File: config.mk
export PLATFORM = sky130hd
export DESIGN_NAME = iso14443a_frame_decoder
export DESIGN_NICKNAME = d
export VERILOG_FILES = /design/src/rtl/ISO14443A_pkg.sv /design/src/rtl/iso14443a_frame_decoder.sv
export SDC_FILE = /design/constraint.sdc
export NUM_CORES = 1
export LEC_CHECK = 0
export ABC_AREA = 1
export CAP_MARGIN = 5
export CELL_PAD_IN_SITES_DETAIL_PLACEMENT = 1
export CELL_PAD_IN_SITES_GLOBAL_PLACEMENT = 2
export CORE_MARGIN = 2
export CORE_UTILIZATION = 33
export CTS_BUF_LIST = sky130_fd_sc_hd__clkbuf_8 sky130_fd_sc_hd__clkbuf_16
export CTS_CLUSTER_SIZE = 14
export DETAILED_ROUTE_END_ITERATION = 12
export PLACE_DENSITY = 0.92
export RECOVER_POWER = 50
export SLEW_MARGIN = 40
export SYNTH_ARGS = -nofsm -noshare
export SYNTH_HDL_FRONTEND = slang
export SYNTH_SLANG_ARGS = --single-unit
File: constraint.sdc
create_clock -name clk -period 2.6 [get_ports clk]
set_input_delay 0.26 -clock clk [delete_from_list [all_inputs] [get_ports clk]]
set_output_delay 0.26 -clock clk [all_outputs]
set_load 0.005 [all_outputs]
File: src/rtl/ISO14443A_pkg.sv
// Shared ISO/IEC 14443-A definitions: PCD->PICC modified-Miller sequence
// codes, frame-layer widths and the odd-parity helper.
package ISO14443A_pkg;

  // Sequence symbols delivered by sequence_decode
  typedef enum logic [1:0] {
    PCDBitSequence_X     = 2'd0,
    PCDBitSequence_Y     = 2'd1,
    PCDBitSequence_Z     = 2'd2,
    PCDBitSequence_ERROR = 2'd3
  } PCDBitSequence;

  localparam int unsigned BYTE_W        = 8;
  localparam int unsigned DATA_BITS_W   = 3;
  // Holds 0..8: data bits committed so far; 8 means the parity bit is next
  localparam int unsigned BIT_CNT_W     = 4;
  localparam int unsigned BITS_PER_BYTE = 8;

  // True when the 8 data bits plus the parity bit carry an odd number of ones
  function automatic logic odd_parity_ok(input logic [BYTE_W-1:0] b, input logic p);
    return ^{b, p};
  endfunction

endpackage

File: src/rtl/iso14443a_frame_decoder.sv
// ISO/IEC 14443-A PCD->PICC frame decoder.
// Turns modified-Miller sequences (X/Y/Z/ERROR) into SOC, LSb-first data
// bytes with odd parity checked and stripped, partial tail bytes, EOC and
// error pulses. Every output is registered; events appear one cycle after
// the sd_seq_valid sample.
// Optional: define FRAME_DECODE_SVA_EN to enable embedded protocol assertions.
module iso14443a_frame_decoder
  import ISO14443A_pkg::*;
(
  input  logic                   clk,
  input  logic                   rst,
  input  PCDBitSequence          sd_seq,
  input  logic                   sd_seq_valid,
  output logic                   soc,
  output logic                   eoc,
  output logic [BYTE_W-1:0]      data,
  output logic [DATA_BITS_W-1:0] data_bits,
  output logic                   data_valid,
  output logic                   sequence_error,
  output logic                   parity_error
);

  typedef enum logic [1:0] {
    ST_IDLE = 2'd0,
    ST_DATA = 2'd1,
    ST_ERR  = 2'd2
  } state_t;

  state_t                 r_state;
  logic                   r_prev_zero;   // last decoded bit (or SOC) was logic 0
  logic                   r_pend;        // decoded bit awaiting commit
  logic                   r_pend_vld;
  logic [BYTE_W-1:0]      r_byte;        // bits committed to the current byte
  logic [BIT_CNT_W-1:0]   r_cnt;         // committed bits in the current byte
  logic                   r_frame_bits;  // at least one bit committed this frame

  state_t                 w_state_nxt;
  logic                   w_prev_zero_nxt;
  logic                   w_pend_nxt;
  logic                   w_pend_vld_nxt;
  logic [BYTE_W-1:0]      w_byte_nxt;
  logic [BIT_CNT_W-1:0]   w_cnt_nxt;
  logic                   w_frame_bits_nxt;
  logic                   w_soc_nxt;
  logic                   w_eoc_nxt;
  logic [BYTE_W-1:0]      w_data_nxt;
  logic [DATA_BITS_W-1:0] w_data_bits_nxt;
  logic                   w_dv_nxt;
  logic                   w_se_nxt;
  logic                   w_pe_nxt;

  logic                   w_is_bit;
  logic                   w_bit;
  logic                   w_is_eoc;
  logic                   w_is_err;

  // Classify the incoming sequence against the previous logic level
  always_comb begin
    w_is_bit = 1'b0;
    w_bit    = 1'b0;
    w_is_eoc = 1'b0;
    w_is_err = 1'b0;
    if (sd_seq_valid) begin
      unique case (sd_seq)
        PCDBitSequence_X: begin
          w_is_bit = 1'b1;
          w_bit    = 1'b1;
        end
        PCDBitSequence_Z: begin
          w_is_bit = 1'b1;
          w_bit    = 1'b0;
        end
        PCDBitSequence_Y: begin
          // Y after a 0 cannot be data, so it marks end of communication
          if (r_prev_zero) begin
            w_is_eoc = 1'b1;
          end else begin
            w_is_bit = 1'b1;
            w_bit    = 1'b0;
          end
        end
        PCDBitSequence_ERROR: begin
          w_is_err = 1'b1;
        end
      endcase
    end
  end

  // Next-state and registered-output logic
  always_comb begin
    w_state_nxt      = r_state;
    w_prev_zero_nxt  = r_prev_zero;
    w_pend_nxt       = r_pend;
    w_pend_vld_nxt   = r_pend_vld;
    w_byte_nxt       = r_byte;
    w_cnt_nxt        = r_cnt;
    w_frame_bits_nxt = r_frame_bits;
    w_soc_nxt        = 1'b0;
    w_eoc_nxt        = 1'b0;
    w_dv_nxt         = 1'b0;
    w_se_nxt         = 1'b0;
    w_pe_nxt         = 1'b0;
    w_data_nxt       = data;
    w_data_bits_nxt  = data_bits;

    case (r_state)
      ST_IDLE: begin
        // Only Z opens a frame; SOC acts as a logic 0 for the next Y
        if (sd_seq_valid && (sd_seq == PCDBitSequence_Z)) begin
          w_soc_nxt        = 1'b1;
          w_state_nxt      = ST_DATA;
          w_prev_zero_nxt  = 1'b1;
          w_pend_vld_nxt   = 1'b0;
          w_byte_nxt       = '0;
          w_cnt_nxt        = '0;
          w_frame_bits_nxt = 1'b0;
        end
      end

      ST_DATA: begin
        if (w_is_eoc) begin
          // Pending bit is the EOC's leading 0 and is dropped
          w_eoc_nxt       = 1'b1;
          w_state_nxt     = ST_IDLE;
          w_pend_vld_nxt  = 1'b0;
          w_data_bits_nxt = '0;
          if (!r_frame_bits) begin
            w_se_nxt = 1'b1;
          end else if (r_cnt == BIT_CNT_W'(BITS_PER_BYTE)) begin
            w_pe_nxt = 1'b1;
          end else if (r_cnt != '0) begin
            w_dv_nxt        = 1'b1;
            w_data_nxt      = r_byte;
            w_data_bits_nxt = DATA_BITS_W'(r_cnt);
          end
        end else if (w_is_bit) begin
          // A new bit proves the pending one was data: commit it
          if (r_pend_vld) begin
            w_frame_bits_nxt = 1'b1;
            if (r_cnt < BIT_CNT_W'(BITS_PER_BYTE)) begin
              w_byte_nxt[r_cnt[DATA_BITS_W-1:0]] = r_pend;
              w_cnt_nxt = r_cnt + BIT_CNT_W'(1);
            end else if (odd_parity_ok(r_byte, r_pend)) begin
              w_dv_nxt        = 1'b1;
              w_data_nxt      = r_byte;
              w_data_bits_nxt = '0;
              w_byte_nxt      = '0;
              w_cnt_nxt       = '0;
            end else begin
              w_pe_nxt    = 1'b1;
              w_state_nxt = ST_ERR;
            end
          end
          w_pend_nxt      = w_bit;
          w_pend_vld_nxt  = 1'b1;
          w_prev_zero_nxt = ~w_bit;
        end else if (w_is_err) begin
          w_se_nxt    = 1'b1;
          w_state_nxt = ST_ERR;
        end
      end

      ST_ERR: begin
        // Discard the rest of the frame, only watching for its EOC
        if (w_is_eoc) begin
          w_eoc_nxt       = 1'b1;
          w_data_bits_nxt = '0;
          w_state_nxt     = ST_IDLE;
        end else if (w_is_bit) begin
          w_prev_zero_nxt = ~w_bit;
        end
      end

      default: begin
        w_state_nxt = ST_IDLE;
      end
    endcase
  end

  // State, counters and output registers with synchronous reset
  always_ff @(posedge clk) begin
    if (rst) begin
      r_state        <= ST_IDLE;
      r_prev_zero    <= 1'b0;
      r_pend         <= 1'b0;
      r_pend_vld     <= 1'b0;
      r_byte         <= '0;
      r_cnt          <= '0;
      r_frame_bits   <= 1'b0;
      soc            <= 1'b0;
      eoc            <= 1'b0;
      data           <= '0;
      data_bits      <= '0;
      data_valid     <= 1'b0;
      sequence_error <= 1'b0;
      parity_error   <= 1'b0;
    end else begin
      r_state        <= w_state_nxt;
      r_prev_zero    <= w_prev_zero_nxt;
      r_pend         <= w_pend_nxt;
      r_pend_vld     <= w_pend_vld_nxt;
      r_byte         <= w_byte_nxt;
      r_cnt          <= w_cnt_nxt;
      r_frame_bits   <= w_frame_bits_nxt;
      soc            <= w_soc_nxt;
      eoc            <= w_eoc_nxt;
      data           <= w_data_nxt;
      data_bits      <= w_data_bits_nxt;
      data_valid     <= w_dv_nxt;
      sequence_error <= w_se_nxt;
      parity_error   <= w_pe_nxt;
    end
  end

`ifdef FRAME_DECODE_SVA_EN
  // Output pulses are single-cycle
  a_soc_pulse: assert property (@(posedge clk) disable iff (rst) soc |=> !soc);
  a_eoc_pulse: assert property (@(posedge clk) disable iff (rst) eoc |=> !eoc);
  a_dv_pulse:  assert property (@(posedge clk) disable iff (rst) data_valid |=> !data_valid);
  a_se_pulse:  assert property (@(posedge clk) disable iff (rst) sequence_error |=> !sequence_error);
  a_pe_pulse:  assert property (@(posedge clk) disable iff (rst) parity_error |=> !parity_error);
  // Mutually exclusive events
  a_soc_eoc:   assert property (@(posedge clk) disable iff (rst) !(soc && eoc));
  a_dv_pe:     assert property (@(posedge clk) disable iff (rst) !(data_valid && parity_error));
  // Partial bytes are only reported together with EOC
  a_bits_eoc:  assert property (@(posedge clk) disable iff (rst)
                                (data_valid && !eoc) |-> (data_bits == '0));
`endif

endmodule

# Word level (Yosys, flattened, before mapping)
# Index checks and enable logic that the tools add are counted.
[word_totals]
regBits = 34
wordCells = 161
[classes]
n_bitwise = 5
n_addsub = 1
reduce_logical = 25
n_eq_ne = 26
n_lt_le_gt_ge = 3
mux = 87
[op_table]
columns = ["op", "n"]
rows = [
  ["$mux W8", 14],
  ["$mux W1", 40],
  ["$mux W3", 9],
  ["$mux W4", 6],
  ["$ne A2 B2 Y1 const B", 9],
  ["$reduce_and A6 Y1", 3],
  ["$mux W2", 8],
  ["$ne A4 B4 Y1 const B", 4],
  ["$pmux W8 S2", 1],
  ["$ne A3 B3 Y1 const B", 5],
  ["$reduce_bool A2 Y1", 6],
  ["$reduce_or A2 Y1", 5],
  ["$reduce_xor A9 Y1", 1],
  ["$bwmux W8", 1],
  ["$pmux W1 S2", 4],
  ["$pmux W4 S2", 1],
  ["$reduce_and A8 Y1", 1],
  ["$eq A2 B2 Y1 const B", 3],
  ["$pmux W2 S3", 1],
  ["$pmux W3 S2", 1],
  ["$reduce_and A3 Y1", 2],
  ["$not A1 Y1", 5],
  ["$reduce_and A5 Y1", 1],
  ["$add A4 B1 Y4 const B", 1],
  ["11 further kinds", 15],
]

# Longest topological paths before layout
# Gate-level depths: netlist of the first run.
[logic_depth]
ltp_word = 10
ltp_mapped = 14
depth_no_buf = 14

# Least setup slack after synthesis of the first run
# OpenSTA, ideal clock, no wires.
[synth_timing]
path_type = "register -> register"
startpoint = "reg r_cnt[0]"
endpoint = "reg data[1]"
t_arrival_ns = 1.501
synth_period_minus_slack_ns = 1.614
path_stages_with_launch = 10
setup_slack_ns = 0.986
n_path_buf = 1
setup_time_ns = 0.113
t_required_ns = 2.487
cell_sequence = "dfxtp_1 -> inv_1 -> ha_1 -> nand2_1 -> nor2_1 -> o21ai_1 -> nand4_4 -> buf_6 -> nor2_1 -> nor2_1"
[synth_between]
elab_chain_cells = 3
word_cells_on_any_way = 7
[synth_lines]
columns = ["item", "line_no", "source"]
rows = [
  ["start: declaration", "iso14443a_frame_decoder.sv:34", "logic [BIT_CNT_W-1:0] r_cnt;"],
  ["start signal: assignment", "iso14443a_frame_decoder.sv:203", "r_cnt <= w_cnt_nxt;"],
  ["$lt A4 B4 Y1, or another cell as far along", "iso14443a_frame_decoder.sv:140", "if (r_cnt < BIT_CNT_W'(BITS_PER_BYTE)) begin"],
  ["$ne A2 B2 Y1 (no source line) or $ne A2 B1 Y1 (tied branches)", "--", ""],
  ["$reduce_and A8 Y1 (no source line) *", "--", ""],
  ["end signal: assignment", "iso14443a_frame_decoder.sv:207", "data <= w_data_nxt;"],
  ["end: declaration", "iso14443a_frame_decoder.sv:16", "output logic [BYTE_W-1:0] data,"],
]
# Every way passes the cells marked *; elsewhere a longest branch is shown, timed or not.
# A chain may end at the register's enable or synchronous reset.

# Final worst setup path of the first run
[layout_timing]
startpoint = "in sd_seq[1]"
endpoint = "reg r_byte[6]"
[layout_between]
elab_chain_cells = 6
word_cells_on_any_way = 13
[layout_lines]
columns = ["item", "line_no", "source"]
rows = [
  ["start: declaration", "iso14443a_frame_decoder.sv:12", "input PCDBitSequence sd_seq,"],
  ["$eq A2 B2 Y1 or $logic_not A2 Y1 (tied branches)", "iso14443a_frame_decoder.sv:64, iso14443a_frame_decoder.sv:109", ""],
  ["$reduce_or A2 Y1 (no source line)", "--", ""],
  ["$pmux W1 S2", "iso14443a_frame_decoder.sv:64", "unique case (sd_seq)"],
  ["$mux W1", "iso14443a_frame_decoder.sv:63", "if (sd_seq_valid) begin"],
  ["$ne A2 B2 Y1 (no source line)", "--", ""],
  ["$reduce_and A6 Y1 (no source line) *", "--", ""],
  ["end signal: assignment", "iso14443a_frame_decoder.sv:202", "r_byte <= w_byte_nxt;"],
  ["end: declaration", "iso14443a_frame_decoder.sv:33", "logic [BYTE_W-1:0] r_byte;"],
]
# Marks and branches as above.

==> metrics.yaml, run 1 <==
outcome:
  status: "finished, final reports clean"
worst_setup_path:
  timing.critical_path.slowest_cell_delay_ps: 610
  cp_cell_sequence: "dlygate4sd3_1, nand2_1, clkinv_1, nor2_1, nand2_2, nor2_2, nor2_1, nor2_4, nand4_1, inv_2, nand2_1, a21oi_1"
  critical_path_arrival_ps: 2390
  worst-path-max-fanout: 14
  worst_setup_path_end_kind: "register"
  cpMaxStageDelayCell: "sky130_fd_sc_hd__dlygate4sd3_1"
  crit_required_ps: 2830
  crit_family: "simple AND/OR/NAND/NOR gates"
  criticalPathCategory: "input port to register"
  critical_path.startpoint_type: "input port"
  worst-path-buf-inv: 3
floorplan:
  die_height_um: 81.65
  start_util: 0.3380
  io-pin-count: 21
  floorplan.rows: 28
  chipWidth_um: 81.65
  design.core.area_sq_mm: 0.005886
  die-area_sq_mm: 0.006666
layout:
  synthToLayoutAreaGrowth_pct: 16.73
  layout.area.seq_sq_um: 680.7
  mostFrequentLayoutCells: "89 x sky130_fd_sc_hd__nand2_1, 34 x sky130_fd_sc_hd__dfxtp_1, 33 x sky130_fd_sc_hd__inv_1, 33 x sky130_fd_sc_hd__nor2_1, 22 x sky130_fd_sc_hd__nand3_1"
  drive_above_1_share: 0.08696
  finish.net_count: 332
  n_antenna_cell: 0
  mostFrequentLayoutCell: "sky130_fd_sc_hd__nand2_1"
  multi_input_area_sq_mm: 0.001110
  fillers: 767
sta:
  final_max_slew_viol_count: 0
  fmax_mhz: 463.3
  rsz0062_at_grt: "false"
  period_minus_slack_ps: 2159
  totalNegativeSetupSlack_ps: 0
  max_slew_margin: 0.7123
  hold_viol_final: 0
  max_slew.worst_pin.slew_ps: 427.1
  setup_clock_skew_after_layout_ps: 8.893
  share_of_the_clock_period_used_by_the_worst_path_after_layout: 0.8302
  report.final.setup_viol: 0
routing:
  first_iter_violations: 40
  firstDrtPassIters: 4
  detail_route.drc_violations: 0
  routed_wire_length_per_instance_um: 13.31
  aggregate_routed_wire_length_um: 5284
  drt-vias-per-instance: 4.872
  detailroute.via_count: 1934
  route.antenna.remaining_nets: 0
synth:
  yosysWarningCount: 0
  synthesized_instance_count: 300
  ys_seq_area_frac: 0.3421
  synth-seq-cells: 34
  mappedNetlistNets: 310
  number_of_synthesized_flops_with_an_enable_pin: 0
  syn_std_cell_area_sq_mm: 0.001989
  synth.avg_cell_area_sq_um: 6.631
  synth_async_sr_flop_share: 0
  postSynth.topFlopCell: "sky130_fd_sc_hd__dfxtp_1"
  synth.lib_cells_used.distinct: 37
clock_tree:
  cts_setup_buffers: 0
  clock-root-buffer: "sky130_fd_sc_hd__clkbuf_8"
  clk_path_buf_depth: 2
  cts_hold_buf: 0
  worst_skew_pair.late_latency_ps: 290
  cts_inserted_buffers: 5
  clock_sink_count: 34
  clk_pin_slew_ps: 70
  cts_resized: 0
  tritoncts: "done"
  cts_max_level: 2
place:
  numPortBuffers: 20
  routabilityCongestion: 0.8234
  half_perimeter_wire_length_of_the_detailed_placement_result_um: 4143
global_route:
  antenna_found_initial: 0
  grt_max_degree: 17
  grt-ovfl-total: 0
  first_global_vias: 1932
  wire_length_of_the_first_global_routing_pass_um: 8694
  grt_util_all_layers: 0.1715
job:
  max-cap-violations: 0
min_path:
  min_path_type: "register to register"
power:
  totalPowerFinal_mw: 1.483
  pwr_density_cell_mw_per_mm2: 638.6
  vdd_ir_drop_max_uv: 324.9
  leakagePower_nw: 1.026
==> path summary, 6_finish.rpt <==
| path | depth (start not counted) | to | start | slack (ps) |
|---|---|---|---|---|
| setup / recovery | 12 | r_byte[6]$_SDFFE_PP0P_ | sd_seq[1] | 440 |
| hold / removal | 2 | r_prev_zero$_SDFFE_PP0P_ | r_prev_zero$_SDFFE_PP0P_ | 470 |
| setup reg to reg | 8 | r_byte[6]$_SDFFE_PP0P_ | r_state[1]$_SDFFE_PP0P_ | 540 |
| hold reg to reg | 2 | r_prev_zero$_SDFFE_PP0P_ | r_prev_zero$_SDFFE_PP0P_ | 470 |
==> cell type report <==
cell class                 instances  area share
inverter                          37     0.05981
multi-input combinational        221      0.4779
sequential                        34      0.2931
clock buffer                       5     0.02963
tap                               75     0.04041
clock inverter                     2    0.003233
timing repair buffer              23     0.09591
==> metal layers <==
layer,track usage,wire [um],up-vias
met1,0.1849,2352,890
li1,-,-,994
met2,0.3131,2622,32
met5,0,0,-
met3,0.04066,156,18
met4,0.08333,153,0
==> worst min-delay path: cells and delay by family, from the launching register on <==
family / cells / cell delay [ps]
flops: 1 / 310
simple gates: 1 / 60
compound gates: 1 / 50
==> registers in the layout, indices dropped and copies added, names as in the netlist <==
name and count:
r_pend 1, data_valid 1, parity_error 1, data_bits 3, r_byte 8, eoc 1, sequence_error 1, r_prev_zero 1
data 8, r_cnt 4, r_frame_bits 1, r_pend_vld 1, soc 1, r_state 2
==> kinds of logic (layout without fill, tap and decap cells) <==
group                    after synthesis  count (layout)  share of synthesized area
adder cells (fa/ha/maj)                5               5                    0.03145
buffers and inverters                 45              67                    0.09874
flip-flops                            34              34                     0.3421
AO/OA/AOI/OAI                         32              32                    0.09245
AND/OR/NAND/NOR                      181             181                     0.4220
XOR/XNOR                               3               3                    0.01321
==> Yosys cell counts, types with 3 or more instances <==
master	count	area share
sky130_fd_sc_hd__inv_1	30	0.057
sky130_fd_sc_hd__nand2_1	89	0.17
sky130_fd_sc_hd__nand3_1	22	0.055
sky130_fd_sc_hd__nor3_1	11	0.028
sky130_fd_sc_hd__dfxtp_1	34	0.34
sky130_fd_sc_hd__nand2_2	4	0.013
sky130_fd_sc_hd__nand4_1	3	0.0094
sky130_fd_sc_hd__inv_2	5	0.0094
sky130_fd_sc_hd__nor2_2	3	0.0094
sky130_fd_sc_hd__ha_1	5	0.031
sky130_fd_sc_hd__nand3_2	4	0.020
sky130_fd_sc_hd__o21ai_0	4	0.010
sky130_fd_sc_hd__nor2_1	32	0.060
sky130_fd_sc_hd__or2_1	7	0.022
sky130_fd_sc_hd__a21oi_1	19	0.048
==> per-stage QoR <==
step | util | std cells | hold slack (ps) | instance area, sq um | worst slack (ps)
3_5_place_dp | 0.3820 | 390 | 459.6 | 2248 | 295.5
3_3_place_gp | 0.3820 | 390 | 458.1 | 2248 | 456.1
4_1_cts | 0.3950 | 397 | 470.8 | 2325 | 520.7
5_1_grt | 0.3946 | 397 | 513.3 | 2322 | 243.0
2_1_floorplan | - | 300 | 407.8 | 1989 | 985.9
6_report | 0.3946 | 397 | 469.4 | 2322 | 441.4
==> power by group <==
part	switching, mW	internal [mW]
clock network	0.192	0.176
logic	0.338	0.176
registers	0.0421	0.559
Note: power is estimated with default switching activity, not from simulation.
==> inputs of run 2 (changes only) <==
- CORE_UTILIZATION: 33 -> 28
- PLACE_DENSITY: 0.92 -> 0.84
- clock period: 2.6 -> 1.86 ns (I/O delays scaled with it)
==> run 2 against run 1 <==
Net effect: routed wire length increased by 8.6%; critical path depth decreased by 2; worst hold slack got worse by 110 ps; first-iteration DRC count increased by 57%; non-clock buffer count increased by 23; clock-buffer cell count increased by 1; clock skew increased by 3.8 ps; clock power increased by 57%; global-route usage decreased by 1.6 points; via count increased by 2.5%; core utilization decreased by 1.7 points.
==> metrics.yaml, run 2 (synthesis gave the netlist of run 1 again) <==
sta:
  final_max_slew_viol_count: 0
  period_minus_slack_ps: 1741
  max_slew_margin: 0.7561
  max_slew.worst_pin.slew_ps: 365.4
  share_of_the_clock_period_used_by_the_worst_path_after_layout: 0.9358
  report.final.setup_viol: 0
  fmax_mhz: 574.5
  setup_clock_skew_after_layout_ps: 12.70
  totalNegativeSetupSlack_ps: 0
  hold_viol_final: 0
clock_tree:
  tritoncts: "done"
  cts_max_level: 2
  clk_path_buf_depth: 2
  clock_sink_count: 34
  clk_pin_slew_ps: 80
  cts_inserted_buffers: 5
  cts_hold_buf: 0
  worst_skew_pair.late_latency_ps: 300
  clock-root-buffer: "sky130_fd_sc_hd__clkbuf_8"
power:
  power_report.internal_total_mw: 1.457
  p_switching_mw: 0.8702
  power_frac_comb: 0.400
  pwr_density_cell_mw_per_mm2: 903.2
  clkPwrFrac: 0.248
  vdd_ir_drop_max_uv: 417.5
  leakagePower_nw: 1.156
  power.switching_fraction: 0.3740
  power.share.sequential: 0.352
place:
  numPortBuffers: 20
  routabilityCongestion: 0.7802
  dp_cells: 433
  half_perimeter_wire_length_of_the_detailed_placement_result_um: 4319
  instance_area_at_placement_sq_mm: 0.002440
layout:
  n_antenna_cell: 0
  finish.net_count: 356
  finish.cell_count_without_fillers: 443
  mostFrequentLayoutCells: "88 x sky130_fd_sc_hd__nand2_1, 32 x sky130_fd_sc_hd__inv_1, 32 x sky130_fd_sc_hd__dfxtp_1, 31 x sky130_fd_sc_hd__nor2_1, 26 x sky130_fd_sc_hd__buf_4"
  mostFrequentLayoutCell: "sky130_fd_sc_hd__nand2_1"
  top_regs: "data (8), r_byte (8), r_cnt (4)"
  synthToLayoutAreaGrowth_pct: 29.50
  final_design_area_no_fill_sq_mm: 0.002576
  drive_above_1_share: 0.1758
worst_setup_path:
  worst-path-buf-inv: 2
  timing.critical_path.slowest_cell_delay_ps: 520
  worst-path-max-fanout: 5
  critical_path_arrival_ps: 1930
  critical_path.startpoint_type: "input port"
  cpMaxStageDelayCell: "sky130_fd_sc_hd__clkdlybuf4s50_1"
  worst_path_most_repeated_cell: "sky130_fd_sc_hd__nand2_1"
  cp_cell_sequence: "clkdlybuf4s50_1, nand2_1, nor3_4, inv_1, nand2_1, o211ai_1, a21oi_2, nand2_1, nand2_1, a21oi_1"
  criticalPathCategory: "input port to register"
  crit_family: "buffers and inverters"
  crit_required_ps: 2050
  worst_setup_path_end_kind: "register"
routing:
  aggregate_routed_wire_length_um: 5739
  first_iter_violations: 63
  detail_route.drc_violations: 0
  routed_wire_length_per_instance_um: 12.95
  drt-vias-per-instance: 4.476
  detailroute.via_count: 1983
  route.antenna.remaining_nets: 0
  firstDrtPassIters: 4
global_route:
  grt-ovfl-total: 0
  grt_max_degree: 17
  antenna_found_initial: 0
  wire_length_of_the_first_global_routing_pass_um: 9453
  first_global_vias: 1993
  grt_util_all_layers: 0.1559
floorplan:
  die_height_um: 88.29
  chipWidth_um: 88.29
  design.core.area_sq_mm: 0.006832
  io-pin-count: 21
  die-area_sq_mm: 0.007795
  floorplan.rows: 30
  start_util: 0.2912
job:
  max-cap-violations: 0
outcome:
  status: "finished, final reports clean"
min_path:
  min_path_type: "input port to register"
run 2: cell count changes in the layout (fill, tap and decap cells not counted), moves of 2 or more:
cell,delta
sky130_fd_sc_hd__dfxtp_1,-2
sky130_fd_sc_hd__nor2_1,-2
sky130_fd_sc_hd__nor2_2,+2
sky130_fd_sc_hd__buf_4,+23
sky130_fd_sc_hd__dfxtp_2,+2
run 2: final timing paths:
| check | start | endpoint | slack, ps | cells after the start |
|---|---|---|---|---|
| setup / recovery | sd_seq[0] | r_state[1]$_SDFFE_PP0P_ | 120 | 10 |
| hold / removal | sd_seq[1] | r_pend$_SDFFE_PP0P_ | 360 | 4 |
| setup reg to reg | r_state[1]$_SDFFE_PP0P_ | r_byte[2]$_SDFFE_PP0P_ | 180 | 9 |
| hold reg to reg | r_prev_zero$_SDFFE_PP0P_ | r_prev_zero$_SDFFE_PP0P_ | 480 | 2 |
run 2: layer usage:
layer / up-vias / GRT usage / wire [um]
li1: 1044 / - / -
met1: 916 / 0.1891 / 2696
met2: 19 / 0.2768 / 2832
met3: 4 / 0.03731 / 161
met4: 0 / 0.03994 / 48
met5: - / 0 / 0
run 2: cell type report:
class	instances	area [sq um]
flip-flops and latches	34	683.2
repair buffers	46	397.9
multi-input cells	222	1145
clock buffers	6	82.58
well taps	96	120.1
clock inverters	2	8.758
fillers	879	4255
inverters	37	138.9
run 2: what timing repair did:
action                     in CTS  in global routing
setup endpoints to repair       0                 22
buffers inserted                0                  1
resized for setup               0                  9
run 2: power groups by stage:
| stage | registers, mW | logic, mW | clock network, mW |
|---|---|---|---|
| after floorplan | 0.839 | 0.570 | 0 |
| after global placement | 0.832 | 0.881 | 0 |
| after detailed placement | 0.835 | 0.899 | 0 |
| after CTS | 0.818 | 0.905 | 0.601 |
| after global routing | 0.823 | 1.06 | 0.635 |
| final | 0.818 | 0.931 | 0.578 |
run 2: per-stage QoR:
step | utilization | hold WS (ps) | total power, mW | setup WS (ps)
after floorplan | - | 333.8 | 1.409 | 245.9
after global placement | 0.3571 | 467.0 | 1.712 | -91.29
after detailed placement | 0.3571 | 475.5 | 1.734 | -115.6
after CTS | 0.3705 | 486.8 | 2.325 | 35.16
after global routing | 0.3771 | 369.3 | 2.513 | -6.166
final | 0.3771 | 362.5 | 2.327 | 119.4
run 2: worst register-to-register path: cells and delay by family, from the launching register on:
family                   cells  cell delay [ps]
adder cells (fa/ha/maj)      1              210
buffers and inverters        3              400
flip-flops                   1              370
AND/OR/NAND/NOR              4              480
AO/OA/AOI/OAI                1              140
==> inputs of run 3 (changes only) <==
- HOLD_SLACK_MARGIN: not set -> 0.12
==> results of run 3 <==
Same layout as run 2: the final DEF is identical, and so are final timing and power.
